File: config.mk
export PLATFORM = sky130hd
export DESIGN_NAME = capture_buffer_ctrl
export DESIGN_NICKNAME = d
export VERILOG_FILES = /design/src/rtl/capture_buffer_ctrl.sv
export SDC_FILE = /design/constraint.sdc
export NUM_CORES = 1
export LEC_CHECK = 0
export BUFFER_PORTS_ARGS = -buffer_cell sky130_fd_sc_hd__buf_2
export CAP_MARGIN = 20
export CORE_ASPECT_RATIO = 1.75
export CORE_MARGIN = 10
export CORE_UTILIZATION = 55
export CTS_CLUSTER_DIAMETER = 100
export CTS_CLUSTER_SIZE = 25
export DETAILED_ROUTE_END_ITERATION = 8
export GPL_TIMING_DRIVEN = 0
export PLACE_DENSITY = 0.8
export SLEW_MARGIN = 20
export SYNTH_ARGS = -nofsm -noshare
export SYNTH_HDL_FRONTEND = slang
export SYNTH_SLANG_ARGS = --single-unit
File: constraint.sdc
create_clock -name clk -period 3.7 [get_ports clk]
set_input_delay 0.185 -clock clk [delete_from_list [all_inputs] [get_ports clk]]
set_output_delay 0.185 -clock clk [all_outputs]
set_load 0.005 [all_outputs]
File: src/rtl/capture_buffer_ctrl.sv
// Triggered capture-buffer sequencer: circular pre/post-trigger writes on RAM port A,
// then an oldest-first dump of the frozen buffer through port B onto a valid/ready stream.
module capture_buffer_ctrl #(
  parameter int ADDR_WIDTH = 11,
  parameter int DATA_WIDTH = 16
) (
  input  logic                  clk,
  input  logic                  rst_n,
  input  logic [DATA_WIDTH-1:0] s_data,
  input  logic                  s_valid,
  input  logic                  arm,
  input  logic                  trigger,
  input  logic [ADDR_WIDTH-1:0] post_count,
  output logic [ADDR_WIDTH-1:0] ram_addr_a,
  output logic [DATA_WIDTH-1:0] ram_din_a,
  output logic                  ram_en_a,
  output logic                  ram_we_a,
  output logic [ADDR_WIDTH-1:0] ram_addr_b,
  output logic                  ram_en_b,
  output logic                  ram_we_b,
  input  logic [DATA_WIDTH-1:0] ram_dout_b,
  output logic [DATA_WIDTH-1:0] m_data,
  output logic                  m_valid,
  input  logic                  m_ready,
  output logic                  m_last,
  output logic [ADDR_WIDTH:0]   dump_len,
  output logic [1:0]            state,
  output logic                  done
);

  localparam logic [ADDR_WIDTH:0] DEPTH_V = {1'b1, {ADDR_WIDTH{1'b0}}};

  typedef enum logic [1:0] {
    ST_IDLE    = 2'd0,
    ST_CAPTURE = 2'd1,
    ST_POST    = 2'd2,
    ST_DUMP    = 2'd3
  } state_t;

  state_t                state_q, state_d;
  logic [ADDR_WIDTH-1:0] wr_ptr_q, wr_ptr_d;
  logic [ADDR_WIDTH:0]   fill_q, fill_d;
  logic [ADDR_WIDTH-1:0] post_rem_q, post_rem_d;
  logic [ADDR_WIDTH:0]   dump_len_q, dump_len_d;
  logic [ADDR_WIDTH-1:0] rd_addr_q, rd_addr_d;
  logic [ADDR_WIDTH:0]   rd_cnt_q, rd_cnt_d;
  logic                  done_q, done_d;

  logic                  wa_en_q, wa_en_d;
  logic [ADDR_WIDTH-1:0] wa_addr_q, wa_addr_d;
  logic [DATA_WIDTH-1:0] wa_din_q, wa_din_d;

  logic                  pend_q, pend_last_q;
  logic                  byp_q;
  logic [DATA_WIDTH-1:0] byp_data_q;

  logic [1:0]            sk_cnt_q;
  logic                  sk_wr_q, sk_rd_q;
  logic [1:0]            sk_last_q;
  logic [DATA_WIDTH-1:0] sk_data [2];

  logic                  accept;
  logic                  enter_dump;
  logic                  issue;
  logic                  issue_last;
  logic                  byp;
  logic                  pop;
  logic                  push;
  logic [DATA_WIDTH-1:0] push_data;
  logic [2:0]            occ;

  assign pop       = m_valid & m_ready;
  assign push      = pend_q;
  assign push_data = byp_q ? byp_data_q : ram_dout_b;

  // Reads in flight plus words held must never exceed the two skid slots.
  assign occ        = {1'b0, sk_cnt_q} + {2'b00, pend_q} - {2'b00, pop};
  assign issue      = (state_q == ST_DUMP) && (rd_cnt_q != dump_len_q) && (occ < 3'd2);
  assign issue_last = (rd_cnt_q == dump_len_q - 1'b1);
  // The final capture write may still sit in the port A register when the first read
  // hits the same address, so that word is forwarded instead of read from the RAM.
  assign byp        = issue && wa_en_q && (wa_addr_q == rd_addr_q);

  always_comb begin
    state_d    = state_q;
    wr_ptr_d   = wr_ptr_q;
    fill_d     = fill_q;
    post_rem_d = post_rem_q;
    dump_len_d = dump_len_q;
    rd_addr_d  = rd_addr_q;
    rd_cnt_d   = rd_cnt_q;
    done_d     = 1'b0;
    wa_en_d    = 1'b0;
    wa_addr_d  = wa_addr_q;
    wa_din_d   = wa_din_q;
    enter_dump = 1'b0;

    accept = s_valid && ((state_q == ST_CAPTURE) || (state_q == ST_POST));
    if (accept) begin
      wa_en_d   = 1'b1;
      wa_addr_d = wr_ptr_q;
      wa_din_d  = s_data;
      wr_ptr_d  = wr_ptr_q + 1'b1;
      if (fill_q != DEPTH_V) begin
        fill_d = fill_q + 1'b1;
      end
    end

    case (state_q)
      ST_IDLE: begin
        if (arm) begin
          state_d  = ST_CAPTURE;
          wr_ptr_d = '0;
          fill_d   = '0;
        end
      end
      ST_CAPTURE: begin
        if (trigger) begin
          if (post_count == '0) begin
            enter_dump = 1'b1;
          end else begin
            state_d    = ST_POST;
            post_rem_d = post_count;
          end
        end
      end
      ST_POST: begin
        if (s_valid) begin
          post_rem_d = post_rem_q - 1'b1;
          if (post_rem_q == {{(ADDR_WIDTH-1){1'b0}}, 1'b1}) begin
            enter_dump = 1'b1;
          end
        end
      end
      ST_DUMP: begin
        if (issue) begin
          rd_addr_d = rd_addr_q + 1'b1;
          rd_cnt_d  = rd_cnt_q + 1'b1;
        end
        if (dump_len_q == '0 || (pop && m_last)) begin
          state_d = ST_IDLE;
          done_d  = 1'b1;
        end
      end
      default: state_d = ST_IDLE;
    endcase

    // Start from the oldest surviving sample: wr_ptr once the ring has wrapped, else 0.
    if (enter_dump) begin
      state_d    = ST_DUMP;
      dump_len_d = fill_d;
      rd_addr_d  = (fill_d == DEPTH_V) ? wr_ptr_d : '0;
      rd_cnt_d   = '0;
    end
  end

  always_ff @(posedge clk or negedge rst_n) begin
    if (!rst_n) begin
      state_q     <= ST_IDLE;
      wr_ptr_q    <= '0;
      fill_q      <= '0;
      post_rem_q  <= '0;
      dump_len_q  <= '0;
      rd_addr_q   <= '0;
      rd_cnt_q    <= '0;
      done_q      <= 1'b0;
      wa_en_q     <= 1'b0;
      wa_addr_q   <= '0;
      wa_din_q    <= '0;
      pend_q      <= 1'b0;
      pend_last_q <= 1'b0;
      byp_q       <= 1'b0;
      byp_data_q  <= '0;
      sk_cnt_q    <= '0;
      sk_wr_q     <= 1'b0;
      sk_rd_q     <= 1'b0;
      sk_last_q   <= '0;
    end else begin
      state_q     <= state_d;
      wr_ptr_q    <= wr_ptr_d;
      fill_q      <= fill_d;
      post_rem_q  <= post_rem_d;
      dump_len_q  <= dump_len_d;
      rd_addr_q   <= rd_addr_d;
      rd_cnt_q    <= rd_cnt_d;
      done_q      <= done_d;
      wa_en_q     <= wa_en_d;
      wa_addr_q   <= wa_addr_d;
      wa_din_q    <= wa_din_d;
      pend_q      <= issue;
      pend_last_q <= issue && issue_last;
      byp_q       <= byp;
      byp_data_q  <= wa_din_q;
      sk_cnt_q    <= sk_cnt_q + {1'b0, push} - {1'b0, pop};
      sk_wr_q     <= sk_wr_q ^ push;
      sk_rd_q     <= sk_rd_q ^ pop;
      if (push) begin
        sk_last_q[sk_wr_q] <= pend_last_q;
      end
    end
  end

  always_ff @(posedge clk) begin
    if (push) begin
      sk_data[sk_wr_q] <= push_data;
    end
  end

  assign ram_en_a   = wa_en_q;
  assign ram_we_a   = wa_en_q;
  assign ram_addr_a = wa_addr_q;
  assign ram_din_a  = wa_din_q;
  assign ram_en_b   = issue;
  assign ram_we_b   = 1'b0;
  assign ram_addr_b = rd_addr_q;

  assign m_valid  = (sk_cnt_q != 2'd0);
  assign m_data   = m_valid ? sk_data[sk_rd_q] : '0;
  assign m_last   = m_valid & sk_last_q[sk_rd_q];
  assign dump_len = dump_len_q;
  assign state    = state_q;
  assign done     = done_q;

endmodule

## Yosys cells after proc, flatten, opt, wreduce, memory -nomap -nowiden

Memory sizes are Yosys's and may differ from the RTL's.
Cells that the tools add are included.

| storage, ports and cells | value |
|---|---|
| register bits after elaboration | 125 |
| latch bits | 0 |
| bits in writable memories | 32 |
| bits in read-only memories | 0 |
| bits of input ports | 49 |
| output and inout bits | 75 |
| word-level logic and storage cells | 116 |
| memories | 1 |

Memories:

| memory | depth | width | read ports | clocked after Yosys merged registers in | wr ports | line | RTL |
|---|---|---|---|---|---|---|---|
| sk_data | 2 | 16 | 1 | 0 | 1 | 60 | `logic [DATA_WIDTH-1:0] sk_data [2];` |

| cells by class | value |
|---|---|
| add/sub/neg operators | 10 |
| multipliers | 0 |
| divide/modulo/power cells | 0 |
| order comparisons | 4 |
| equal/unequal tests | 16 |
| shift-type cells | 0 |
| mux-type cells | 41 |
| bitwise logic cells | 4 |
| reduce and logical (&&, ||, !) cells | 21 |

Operator list:

| cell | count |
|---|---|
| two-way mux 11 bit | 10 |
| two-way mux 12 bit | 7 |
| two-way mux 16 bit | 2 |
| adder 12 x 1 -> 12 bit (second input constant) | 2 |
| adder 11 x 1 -> 11 bit (second input constant) | 2 |
| one-hot mux 11 bit (2 select lines) | 1 |
| equality test 12 bit | 1 |
| equality test 12 bit (second input constant) | 1 |
| logical NOT 12 bit | 1 |
| two-way mux 1 bit | 12 |
| inequality test 12 bit | 1 |
| inequality test 12 bit (second input constant) | 1 |
| subtractor 12 x 1 -> 12 bit (second input constant) | 1 |
| equality test 11 x 1 -> 1 bit (second input constant) | 1 |
| equality test 11 bit | 1 |
| logical NOT 11 bit | 1 |
| subtractor 11 x 1 -> 11 bit (second input constant) | 1 |
| two-way mux 2 bit | 5 |
| inequality test 3 bit (second input constant) | 3 |
| logical AND 1 bit | 8 |
| nonzero test 2 bit | 4 |
| inequality test 2 bit (second input constant) | 3 |
| one-hot mux 2 bit (3 select lines) | 1 |
| AND reduction 5 bit | 1 |
| 20 further kinds | 25 |

## Logic depth before layout (Yosys ltp)

Gate-level depths: netlist (run 1).

| depth | value |
|---|---|
| word-level depth | 9 |
| gate-level depth with buffers | 15 |
| depth with buffers taken out | 13 |

## Least setup slack after synthesis (run 1)

OpenSTA, ideal clock, no wires.

| timing path | value |
|---|---|
| kind | reg2reg |
| from | reg sk_cnt_q[1] |
| to | reg rd_cnt_q[4] |
| setup time | 0.132 ns |
| data arrival time | 3.177 ns |
| data required time | 3.568 ns |
| setup slack | 0.391 ns |
| stages on the path, launching flop included | 16 |
| buffers on the path | 2 |
| clock period less this slack | 3.309 ns |
| cell sequence | dfrtp_1 nor2_1 nor2b_1 ha_1 inv_1 ha_1 fa_1 xor2_1 nand3b_1 or2_2 clkbuf_1 inv_1 buf_1 nand4_1 xor2_1 nor2_1 |

| between the ends | value |
|---|---|
| longest elaborated chain between the ends | 7 |
| elaborated cells between the ends (all ways) | 8 |
| those cells by class | 2 x add/sub; 1 x order compare; 1 x bitwise; 4 x reduce/logical |

Ends and longest elaborated chain:

| item | line | RTL |
|---|---|---|
| from (decl) | 57 | `logic [1:0] sk_cnt_q;` |
| from (signal assigned) | 194 | `sk_cnt_q <= sk_cnt_q + {1'b0, push} - {1'b0, pop};` |
| branches (longest 2 deep; another with adder 2 x 1 -> 3 bit) | - |  |
| subtractor 3 x 1 -> 3 bit * | 77 | `assign occ = {1'b0, sk_cnt_q} + {2'b00, pend_q} - {2'b00, pop};` |
| < comparator 3 x 2 -> 1 bit * | 78 | `assign issue = (state_q == ST_DUMP) && (rd_cnt_q != dump_len_q) && (occ < 3'd2);` |
| logical AND 1 bit * | 78 |  |
| via ram_en_b | 19 | `output logic ram_en_b,` |
| nonzero test 2 bit (no source line) * | - |  |
| AND reduction 2 bit (no source line) * | - |  |
| to (signal assigned) | 185 | `rd_cnt_q <= rd_cnt_d;` |
| to (decl) | 46 | `logic [ADDR_WIDTH:0] rd_cnt_q, rd_cnt_d;` |

Mark *: on every way through the listed nets, which the timed path passes.
A chain may end at the register's enable or synchronous reset.

## Worst setup path after layout (run 1)

| timing path | value |
|---|---|
| from | reg sk_cnt_q[1] |
| to | out ram_en_b |

| between the ends | value |
|---|---|
| longest elaborated chain between the ends | 5 |
| elaborated cells between the ends (all ways) | 6 |
| those cells by class | 2 x add/sub; 1 x order compare; 1 x bitwise; 2 x reduce/logical |

Ends and longest elaborated chain:

| item | line | RTL |
|---|---|---|
| branches (longest 2 deep; another with adder 2 x 1 -> 3 bit) | - |  |
| subtractor 3 x 1 -> 3 bit * | 77 |  |
| via occ[1] | 70 | `logic [2:0] occ;` |
| < comparator 3 x 2 -> 1 bit * | 78 |  |
| logical AND 1 bit * | 78 |  |
| to (decl) | 19 |  |

Marked as above.

==> impl_metrics.py, run 1 <==
metrics = {
    "sta": {
        "fin_skew_ps": 12.1,
        "drv_slew": 0,
        "period_share_pct": 95.5,
        "fmax_ghz": 0.283,
        "slew_headroom_pct": 44.6,
        "tightestPinTransition_ps": 832,
        "rsz0062_at_grt": "no",
        "worst_slack_ps": 167,
        "setup_viol": 0,
        "whs_ps": 77.4,
        "finalHoldViolCount": 0,
        "min_period_ps": 3530,
    },
    "yosys": {
        "synth_cell_type_count": 57,
        "synth_seq_area_share_pct": 52.9,
        "ys.flop_type": "dfrtp_1",
        "synth.avg_cell_area_um2": 10.1,
        "synth_compound_area_share_pct": 8.01,
        "synth_xor_area_share_pct": 7.48,
        "synth_fa_ha_area_share_pct": 3.17,
        "synth_mux_area_share_pct": 5.94,
        "async_flop_share_pct": 79.6,
        "yosysTopAreaCell": "dfrtp_1",
        "yosys-top-cells-area": "dfrtp_1, edfxtp_1, nand2_1",
        "synth-edff-count": 32,
        "synth_top_area_share_pct": 40.5,
        "yosys_warnings": 0,
        "syn_area_mm2": 0.00773,
        "syn_inst": 766,
        "synth_top_family_by_area": "simple AND/OR/NAND/NOR gates",
        "syn_nets": 834,
        "ys_ff_latch": 157,
        "yosys.area_share.simple_pct": 19.1,
    },
    "worst_setup_path": {
        "rrSetupSlack_ps": 270,
        "end_kind": "output pin",
        "reg2regPathDepth": 11,
        "crit_path_start_kind": "flop",
        "r2r_end": "byp_q",
        "path_max_fanout": 11,
        "reg2reg_from": "sk_cnt_q[1]",
        "required_ps": 3510,
        "arrival_ps": 3350,
        "worstSetupPathType": "reg -> out",
    },
    "min_path": {
        "worstHoldEndpoint": "sk_data[0][8]",
        "hold_path_class": "in -> reg",
        "hold_depth": 2,
        "worstHoldStart": "ram_dout_b[8]",
    },
    "floorplan": {
        "dieArea_mm2": 0.0194,
        "initial_core_util_pct": 55.9,
        "io_pins": 124,
        "die-height_um": 177,
        "die_w_um": 110,
        "core_mm2": 0.0138,
        "rows": 57,
    },
    "pwr": {
        "switching_share_pct": 38.9,
        "power_mw": 6.55,
        "p_comb_share_pct": 33.5,
        "power_switching_mw": 2.55,
        "cellPowerDensity_mw_per_mm2": 697,
        "power_leakage_nw": 4.39,
        "seqPwrFrac_pct": 39.4,
        "peakVddDrop_mv": 0.373,
        "p_clk_share_pct": 27.1,
        "internal-power_mw": 4.01,
    },
    "clock_tree": {
        "clkSinkCount": 157,
        "cts_tree": "done",
        "path_clk_slew_ps": 80,
        "cts_buffers": 17,
        "cts_buffer_depth": 2,
        "htreeDepth": 4,
        "clkLatencyLatePin_ps": 430,
        "cts_root_buf": "clkbuf_16",
    },
    "flow_run": {
        "maxCapViolations": 0,
    },
    "placement": {
        "place_hpwl_um": 15500,
        "detailed_place.area_mm2": 0.00859,
        "place_congestion": 0.912,
        "io_buffers": 122,
        "placedCellCount": 1066,
        "dp_slack_ps": -455,
    },
    "drt": {
        "vias_per_cell": 5.82,
        "vias": 6506,
        "route.detailed.drc": 0,
        "wl_per_cell_um": 19.4,
        "drt_iter0_markers": 413,
        "first_pass_iters": 7,
        "ant_nets": 0,
        "totalWireLength_um": 21600,
    },
    "grt": {
        "grt_pass1_wl_um": 33900,
        "grt_max_degree": 82,
        "grt_pass1_vias": 6764,
        "grt_antenna_before_repair": 1,
        "gr-total-overflow": 0,
        "gr-usage-all-layers_pct": 22.3,
    },
    "cells_and_area": {
        "nNetsFinal": 994,
        "area_delta_synth_final_pct": 21.7,
        "final_cells": 1117,
        "finalInstanceArea_mm2": 0.00941,
        "drive_above_1_share_pct": 20.2,
    },
    "run_status": {
        "status": "finished, final reports clean",
    },
}
[how the worst max path moves through the flow]
stage,cells past startpoint,startpoint,to
global route,12,sk_cnt_q[1],ram_en_b
CTS,12,sk_cnt_q[1],ram_en_b
finish,12,sk_cnt_q[1],ram_en_b
floorplan,15,sk_cnt_q[1],rd_cnt_q[4]
detailed placement,13,sk_cnt_q[1],pend_last_q
global placement,13,sk_cnt_q[1],pend_last_q
[sequential cells by signal (all words and copies together) (netlist names), 11 cells and up]
name and count:
rd_cnt_q 12, ram_din_a 16, post_rem_q 11, dump_len 12
ram_addr_a 11, ram_addr_b 11, fill_q 12, wr_ptr_q 11
sk_data 32, byp_data_q 16
[cells in the mapped netlist, drive strengths merged (20+ instances only)]
master / n
xnor2: 39
xor2: 27
nor3: 20
mux2i: 20
a21oi: 28
inv: 29
mux2: 23
dfrtp: 125
nand2: 134
o21ai: 33
nor2: 64
nand4: 22
edfxtp: 32
clkbuf: 29
[area by class of cell]
cell class | instances | area (µm²)
multi-input combinational | 543 | 3390
inverter | 29 | 109
antenna | 1 | 2.50
clock buffer | 17 | 425
fill | 1083 | 4430
tap | 177 | 221
clock inverter | 15 | 195
sequential | 157 | 4090
buffer | 37 | 153
timing repair buffer | 141 | 822
[power by group through the flow]
stage | Sequential (mW) | Clock, mW | Combinational, mW
floorplan | 2.52 | 0 | 1.36
global placement | 2.56 | 0 | 2.07
detailed placement | 2.59 | 0 | 2.14
CTS | 2.58 | 1.79 | 2.19
global route | 2.64 | 1.87 | 2.46
finish | 2.58 | 1.78 | 2.19
[logic make-up (layout without fill, tap and decap cells)]
family                   Yosys count  after routing
AO/OA/AOI/OAI                     99             99
XOR/XNOR                          66             66
adder cells (fa/ha/maj)           19             19
buffers and inverters             66            239
flip-flops                       157            157
multiplexers                      43             43
other                              1              2
AND/OR/NAND/NOR                  315            315
[through the flow]
step	util, %	TNS (ps)
after global placement	61.9	-3630
after global routing	68.0	0
final	68.0	0
after detailed placement	62.1	-4350
after CTS	68.0	0
after floorplan	-	0
[metal layers]
| metal | global-route usage (%) | share of wire (%) | wire (µm) | vias to the layer above |
|---|---|---|---|---|
| li1 | - | - | - | 2989 |
| met1 | 22.5 | 35 | 7510 | 3182 |
| met2 | 40.7 | 55 | 11800 | 251 |
| met3 | 4.27 | 4.8 | 1040 | 84 |
| met4 | 13.2 | 5.7 | 1220 | 0 |
| met5 | 0 | 0 | 0 | - |
[cell usage in the layout, fill, tap and decap left out, types with 23 or more instances in the layout]
cell type    n
inv_1       28
dfrtp_1    125
buf_2      123
nand2_1    134
clkbuf_1    29
edfxtp_1    32
a21oi_1     28
mux2_2      23
nor2_1      63
xor2_1      27
o21ai_0     30
xnor2_1     39
[what timing repair did]
action                                  CTS  global route
resized for setup                         4             0
endpoints found under the setup margin   18             0
endpoints found under the hold margin    60             0
setup buffers                             1             0
hold buffers                             17             0
[worst max-delay path, stage by stage, from the launching register on]
cell	delay, ps
dfrtp_1	420
nor2_4	60
nor2b_1	210
ha_1	270
inv_1	60
ha_1	160
fa_1	440
nand3b_1	220
or2_2	290
clkbuf_1	200
inv_1	200
buf_4	240
buf_2	140
No activity file was read; power rests on OpenSTA's default activity.
==> run 2: changes to the inputs <==
--- a/config.mk
+++ b/config.mk
@@ -9,12 +9,12 @@
 export CAP_MARGIN = 20
 export CORE_ASPECT_RATIO = 1.75
 export CORE_MARGIN = 10
-export CORE_UTILIZATION = 55
+export CORE_UTILIZATION = 40
 export CTS_CLUSTER_DIAMETER = 100
 export CTS_CLUSTER_SIZE = 25
 export DETAILED_ROUTE_END_ITERATION = 8
 export GPL_TIMING_DRIVEN = 0
-export PLACE_DENSITY = 0.8
+export PLACE_DENSITY = 0.62
 export SLEW_MARGIN = 20
 export SYNTH_ARGS = -nofsm -noshare
 export SYNTH_HDL_FRONTEND = slang
==> impl_metrics.py, run 2 (synthesized netlist as in run 1, its figures left out) <==
metrics = {
    "run_status": {
        "status": "finished, final reports clean",
    },
    "sta": {
        "tightestPinTransition_ps": 801,
        "fin_skew_ps": 11.4,
        "period_share_pct": 93.6,
        "tns_ps": 0,
        "whs_ps": 69.6,
        "min_period_ps": 3460,
        "slew_headroom_pct": 46.6,
        "finalHoldViolCount": 0,
        "fmax_ghz": 0.289,
        "worst_slack_ps": 237,
        "drv_slew": 0,
        "rsz0062_at_grt": "no",
        "setup_viol": 0,
    },
    "placement": {
        "place_hpwl_um": 16300,
        "detailed_place.area_mm2": 0.00868,
        "dp_slack_ps": -595,
        "io_buffers": 122,
        "placedCellCount": 1130,
        "place_congestion": 0.899,
    },
    "clock_tree": {
        "cts_root_buf": "clkbuf_16",
        "cts_buffers": 17,
        "clkSinkCount": 157,
        "htreeDepth": 4,
        "cts_tree": "done",
        "path_clk_slew_ps": 60,
        "cts_buffer_depth": 2,
        "clkLatencyLatePin_ps": 420,
    },
    "floorplan": {
        "dieArea_mm2": 0.0255,
        "rows": 67,
        "core_mm2": 0.0191,
        "die-height_um": 204,
        "io_pins": 124,
        "die_w_um": 125,
        "initial_core_util_pct": 40.4,
    },
    "grt": {
        "grt_pass1_wl_um": 34100,
        "gr-total-overflow": 0,
        "gr-usage-all-layers_pct": 16.5,
        "grt_max_degree": 86,
        "grt_pass1_vias": 6530,
        "grt_antenna_before_repair": 0,
    },
    "cells_and_area": {
        "multi_input_area_mm2": 0.00339,
        "drive_above_1_share_pct": 20.2,
        "fill_cells": 1826,
        "area_delta_synth_final_pct": 22.0,
        "fin_util_pct": 49.3,
        "largest_reg_flops": 32,
        "finalInstanceArea_mm2": 0.00943,
        "layout_commonest_cell": "nand2_1",
        "insertedDiodeCount": 0,
        "seqCellArea_mm2": 0.00409,
        "top_register": "sk_data",
        "final_cells": 1180,
        "nNetsFinal": 994,
        "final_cell_mix": "nand2_1, dfrtp_1, buf_2, nor2_1, xnor2_1",
    },
    "worst_setup_path": {
        "crit_top_cell": "ha_1",
        "crit_path_start_kind": "flop",
        "required_ps": 3510,
        "crit_path_max_incr_delay_ps": 460,
        "cp_slowest_cell": "fa_1",
        "arrival_ps": 3280,
        "worstSetupPathType": "reg -> out",
        "critPathTopFamily": "adder cells",
        "reg2reg_from": "sk_cnt_q[1]",
        "r2r_end": "ram_addr_b[2]",
        "reg2regPathDepth": 14,
        "end_kind": "output pin",
        "path_max_fanout": 11,
        "cp_num_buf_inv": 5,
        "rrSetupSlack_ps": 400,
        "crit_chain": "nor2_4 > nor2b_1 > ha_1 > inv_1 > ha_1 > fa_1 > nand3b_1 > or2_2 > clkbuf_1 > inv_2 > buf_4 > buf_2",
    },
    "drt": {
        "wl_per_cell_um": 18.0,
        "drt_iter0_markers": 350,
        "ant_nets": 0,
        "vias": 6238,
        "totalWireLength_um": 21200,
        "route.detailed.drc": 0,
        "vias_per_cell": 5.29,
        "first_pass_iters": 5,
    },
    "min_path": {
        "hold_depth": 3,
        "hold_path_class": "in -> reg",
        "worstHoldEndpoint": "post_rem_q[1]",
        "worstHoldStart": "post_count[1]",
    },
    "flow_run": {
        "maxCapViolations": 0,
    },
    "pwr": {
        "peakVddDrop_mv": 0.289,
        "cellPowerDensity_mw_per_mm2": 679,
        "power_leakage_nw": 4.36,
        "power_mw": 6.40,
    },
}
## run 2: cell count changes in the layout (fill, tap and decap cells not counted)
cell and delta:
clkinvlp_4 +1, inv_12 -1, diode_2 -1, inv_1 -1
inv_2 +1, inv_8 -4, inv_6 +5, buf_6 -1
clkinv_8 -6, clkinv_2 +3, bufinv_16 +1, buf_8 +1
clkbuf_1 +1
## run 2: cell type report
| class | count | share of cell area (%) |
|---|---|---|
| Buffer | 37 | 1.62 |
| Clock buffer | 18 | 4.55 |
| Clock inverter | 14 | 1.41 |
| Inverter | 29 | 1.15 |
| Multi-Input combinational cell | 543 | 35.9 |
| Sequential cell | 157 | 43.4 |
| Tap cell | 241 | 3.20 |
| Timing Repair Buffer | 141 | 8.76 |
## run 2: worst min-delay path: stages
cell and delay [ps]:
buf_2 120, o211ai_1 80, o21ai_0 70
## run 2: report_power, final
part	leakage (nW)	switching, mW	internal, mW
Clock	0.274	0.734	0.939
Combinational	2.19	1.31	0.850
Sequential	1.90	0.348	2.22
## run 2: worst max-delay path by stage
stage	start	endpoint	cells past startpoint
floorplan	sk_cnt_q[1]	rd_cnt_q[4]	15
finish	sk_cnt_q[1]	ram_en_b	12
global route	sk_cnt_q[1]	ram_en_b	12
detailed placement	sk_cnt_q[1]	pend_last_q	13
global placement	sk_cnt_q[1]	pend_last_q	13
CTS	sk_cnt_q[1]	ram_en_b	13
## run 2: what timing repair did
| action | CTS | global route |
|---|---|---|
| buffers inserted | 0 | 1 |
| hold endpoints to repair | 56 | 0 |
| pin swaps | 0 | 1 |
| setup endpoints to repair | 20 | 2 |
| hold buffers | 17 | 0 |
| gates resized for setup | 5 | 0 |
## run 2: metal layers
layer	global-route usage [%]	part of all wire (%)	routed length, µm	up-vias
met3	2.67	3.5	743	53
met4	9.33	4.5	966	0
met1	16.4	36	7680	3048
met2	31.4	56	11800	163
li1	-	-	-	2974
met5	0	0	0	-
==> run 3: changes to the inputs <==
--- a/config.mk
+++ b/config.mk
@@ -14,7 +14,8 @@
 export CTS_CLUSTER_SIZE = 25
 export DETAILED_ROUTE_END_ITERATION = 8
 export GPL_TIMING_DRIVEN = 0
-export PLACE_DENSITY = 0.62
+export PLACE_DENSITY = 0.64
+export RECOVER_POWER = 25
 export SLEW_MARGIN = 20
 export SYNTH_ARGS = -nofsm -noshare
 export SYNTH_HDL_FRONTEND = slang
==> constraint.sdc (replaced) <==
create_clock -name clk -period 2.8 [get_ports clk]
set_input_delay 0.14 -clock clk [delete_from_list [all_inputs] [get_ports clk]]
set_output_delay 0.14 -clock clk [all_outputs]
set_load 0.005 [all_outputs]
==> impl_metrics.py, run 3 (synthesized netlist as in run 1, its figures left out) <==
metrics = {
    "run_status": {
        "status": "finished with violations",
        "violations": "max-capacitance violations, max-slew violations, negative setup slack",
    },
    "floorplan": {
        "die_w_um": 125,
        "rows": 67,
        "dieArea_mm2": 0.0255,
        "initial_core_util_pct": 40.4,
        "io_pins": 124,
        "die-height_um": 204,
        "core_mm2": 0.0191,
    },
    "drt": {
        "first_pass_iters": 5,
        "vias": 6340,
        "route.detailed.drc": 0,
        "ant_nets": 0,
        "vias_per_cell": 5.26,
        "wl_per_cell_um": 18.3,
        "drt_iter0_markers": 459,
        "totalWireLength_um": 22100,
    },
    "worst_setup_path": {
        "arrival_ps": 2720,
        "crit_path_max_incr_delay_ps": 440,
        "reg2regPathDepth": 13,
        "crit_chain": "nor2_4 > nor2b_2 > ha_1 > inv_1 > ha_2 > fa_2 > nand3b_1 > or2_4 > clkinv_4 > buf_12 > buf_6",
        "end_kind": "output pin",
        "crit_path_start_kind": "flop",
        "cp_slowest_cell": "fa_2",
        "worstSetupPathType": "reg -> out",
        "cp_num_buf_inv": 4,
        "cp.depth": 11,
        "required_ps": 2660,
        "path_max_fanout": 4,
        "critPathTopFamily": "adder cells",
    },
    "pwr": {
        "power_mw": 9.28,
        "peakVddDrop_mv": 0.398,
        "power_leakage_nw": 4.67,
        "cellPowerDensity_mw_per_mm2": 925,
    },
    "cells_and_area": {
        "area_delta_synth_final_pct": 29.9,
        "final_cell_mix": "nand2_1, dfrtp_1, buf_2, nor2_1, xnor2_1",
        "top_register": "sk_data",
        "final_cells": 1206,
        "nNetsFinal": 1020,
        "drive_above_1_share_pct": 27.3,
        "fin_util_pct": 52.5,
        "largest_reg_flops": 32,
        "finalInstanceArea_mm2": 0.0100,
        "insertedDiodeCount": 0,
        "layout_commonest_cell": "nand2_1",
    },
    "grt": {
        "grt_antenna_before_repair": 0,
        "gr-usage-all-layers_pct": 16.8,
        "gr-total-overflow": 0,
        "grt_pass1_vias": 6489,
        "grt_max_degree": 90,
        "grt_pass1_wl_um": 34700,
    },
    "sta": {
        "setup_viol": 5,
        "min_period_ps": 2860,
        "slew_headroom_pct": -51.0,
        "finalHoldViolCount": 0,
        "period_share_pct": 102,
        "fin_skew_ps": 8.56,
        "tightestPinTransition_ps": 2270,
        "drv_slew": 37,
        "tns_ps": -98.5,
        "whs_ps": 17.8,
        "fmax_ghz": 0.350,
        "rsz0062_at_grt": "yes",
        "worst_slack_ps": -56.2,
    },
    "placement": {
        "place_hpwl_um": 16100,
        "place_congestion": 0.876,
        "detailed_place.area_mm2": 0.00872,
        "placedCellCount": 1130,
        "dp_slack_ps": -711,
        "io_buffers": 122,
    },
    "clock_tree": {
        "htreeDepth": 4,
        "cts_buffer_depth": 2,
        "cts_buffers": 17,
        "clkSinkCount": 157,
        "cts_root_buf": "clkbuf_16",
        "cts_tree": "done",
        "path_clk_slew_ps": 70,
        "clkLatencyLatePin_ps": 430,
    },
    "min_path": {
        "hold_path_class": "in -> reg",
        "hold_depth": 3,
    },
    "flow_run": {
        "maxCapViolations": 1,
    },
}
[run 3: final cells by class]
cell class	count	area [µm²]
inverter	29	116
clock buffer	18	429
clock inverter	14	199
timing repair buffer	172	1100
multi-input combinational	543	3630
sequential	157	4090
fill	1725	9070
tap	241	302
buffer	32	171
[run 3: worst reg2reg max path, cell delays in order (launching register included)]
cell and delay (ps):
dfrtp_1 410, nor2_4 120, nor2b_2 50, ha_1 260, inv_1 60, ha_2 160, fa_2 440, nand3b_1 220
or2_4 290, clkinv_4 80, buf_6 100, nor2_4 40, or4_4 480, o21ai_2 60
[run 3: routing by layer]
metal,global-route usage [%],part of all wire [%]
met5,0,0
met4,8.13,2.7
met2,32.1,57
met3,3.32,4.2
met1,16.8,36
[run 3: final timing paths]
check                                 end  slack [ps]     startpoint
hold reg to reg            byp_data_q[12]         390  ram_din_a[12]
setup / recovery                 ram_en_b         -60    sk_cnt_q[1]
min in group asynchronous     dump_len[6]         920          rst_n
max in group asynchronous        state[1]         430          rst_n
setup reg to reg            ram_addr_b[6]         -30    sk_cnt_q[1]
hold / removal              post_rem_q[1]          20  post_count[1]
[run 3: repair_timing]
| item | CTS | global route |
|---|---|---|
| endpoints found under the hold margin | 60 | 0 |
| pin swaps | 14 | 21 |
| gates resized for setup | 26 | 55 |
| endpoints found under the setup margin | 42 | 29 |
| buffers inserted | 20 | 12 |
| hold buffers | 17 | 0 |
[run 3: report_power, final]
| part | switching (mW) | internal (mW) |
|---|---|---|
| logic | 1.93 | 1.49 |
| registers | 0.451 | 2.94 |
| clock network | 1.03 | 1.44 |
| total | 3.41 | 5.88 |
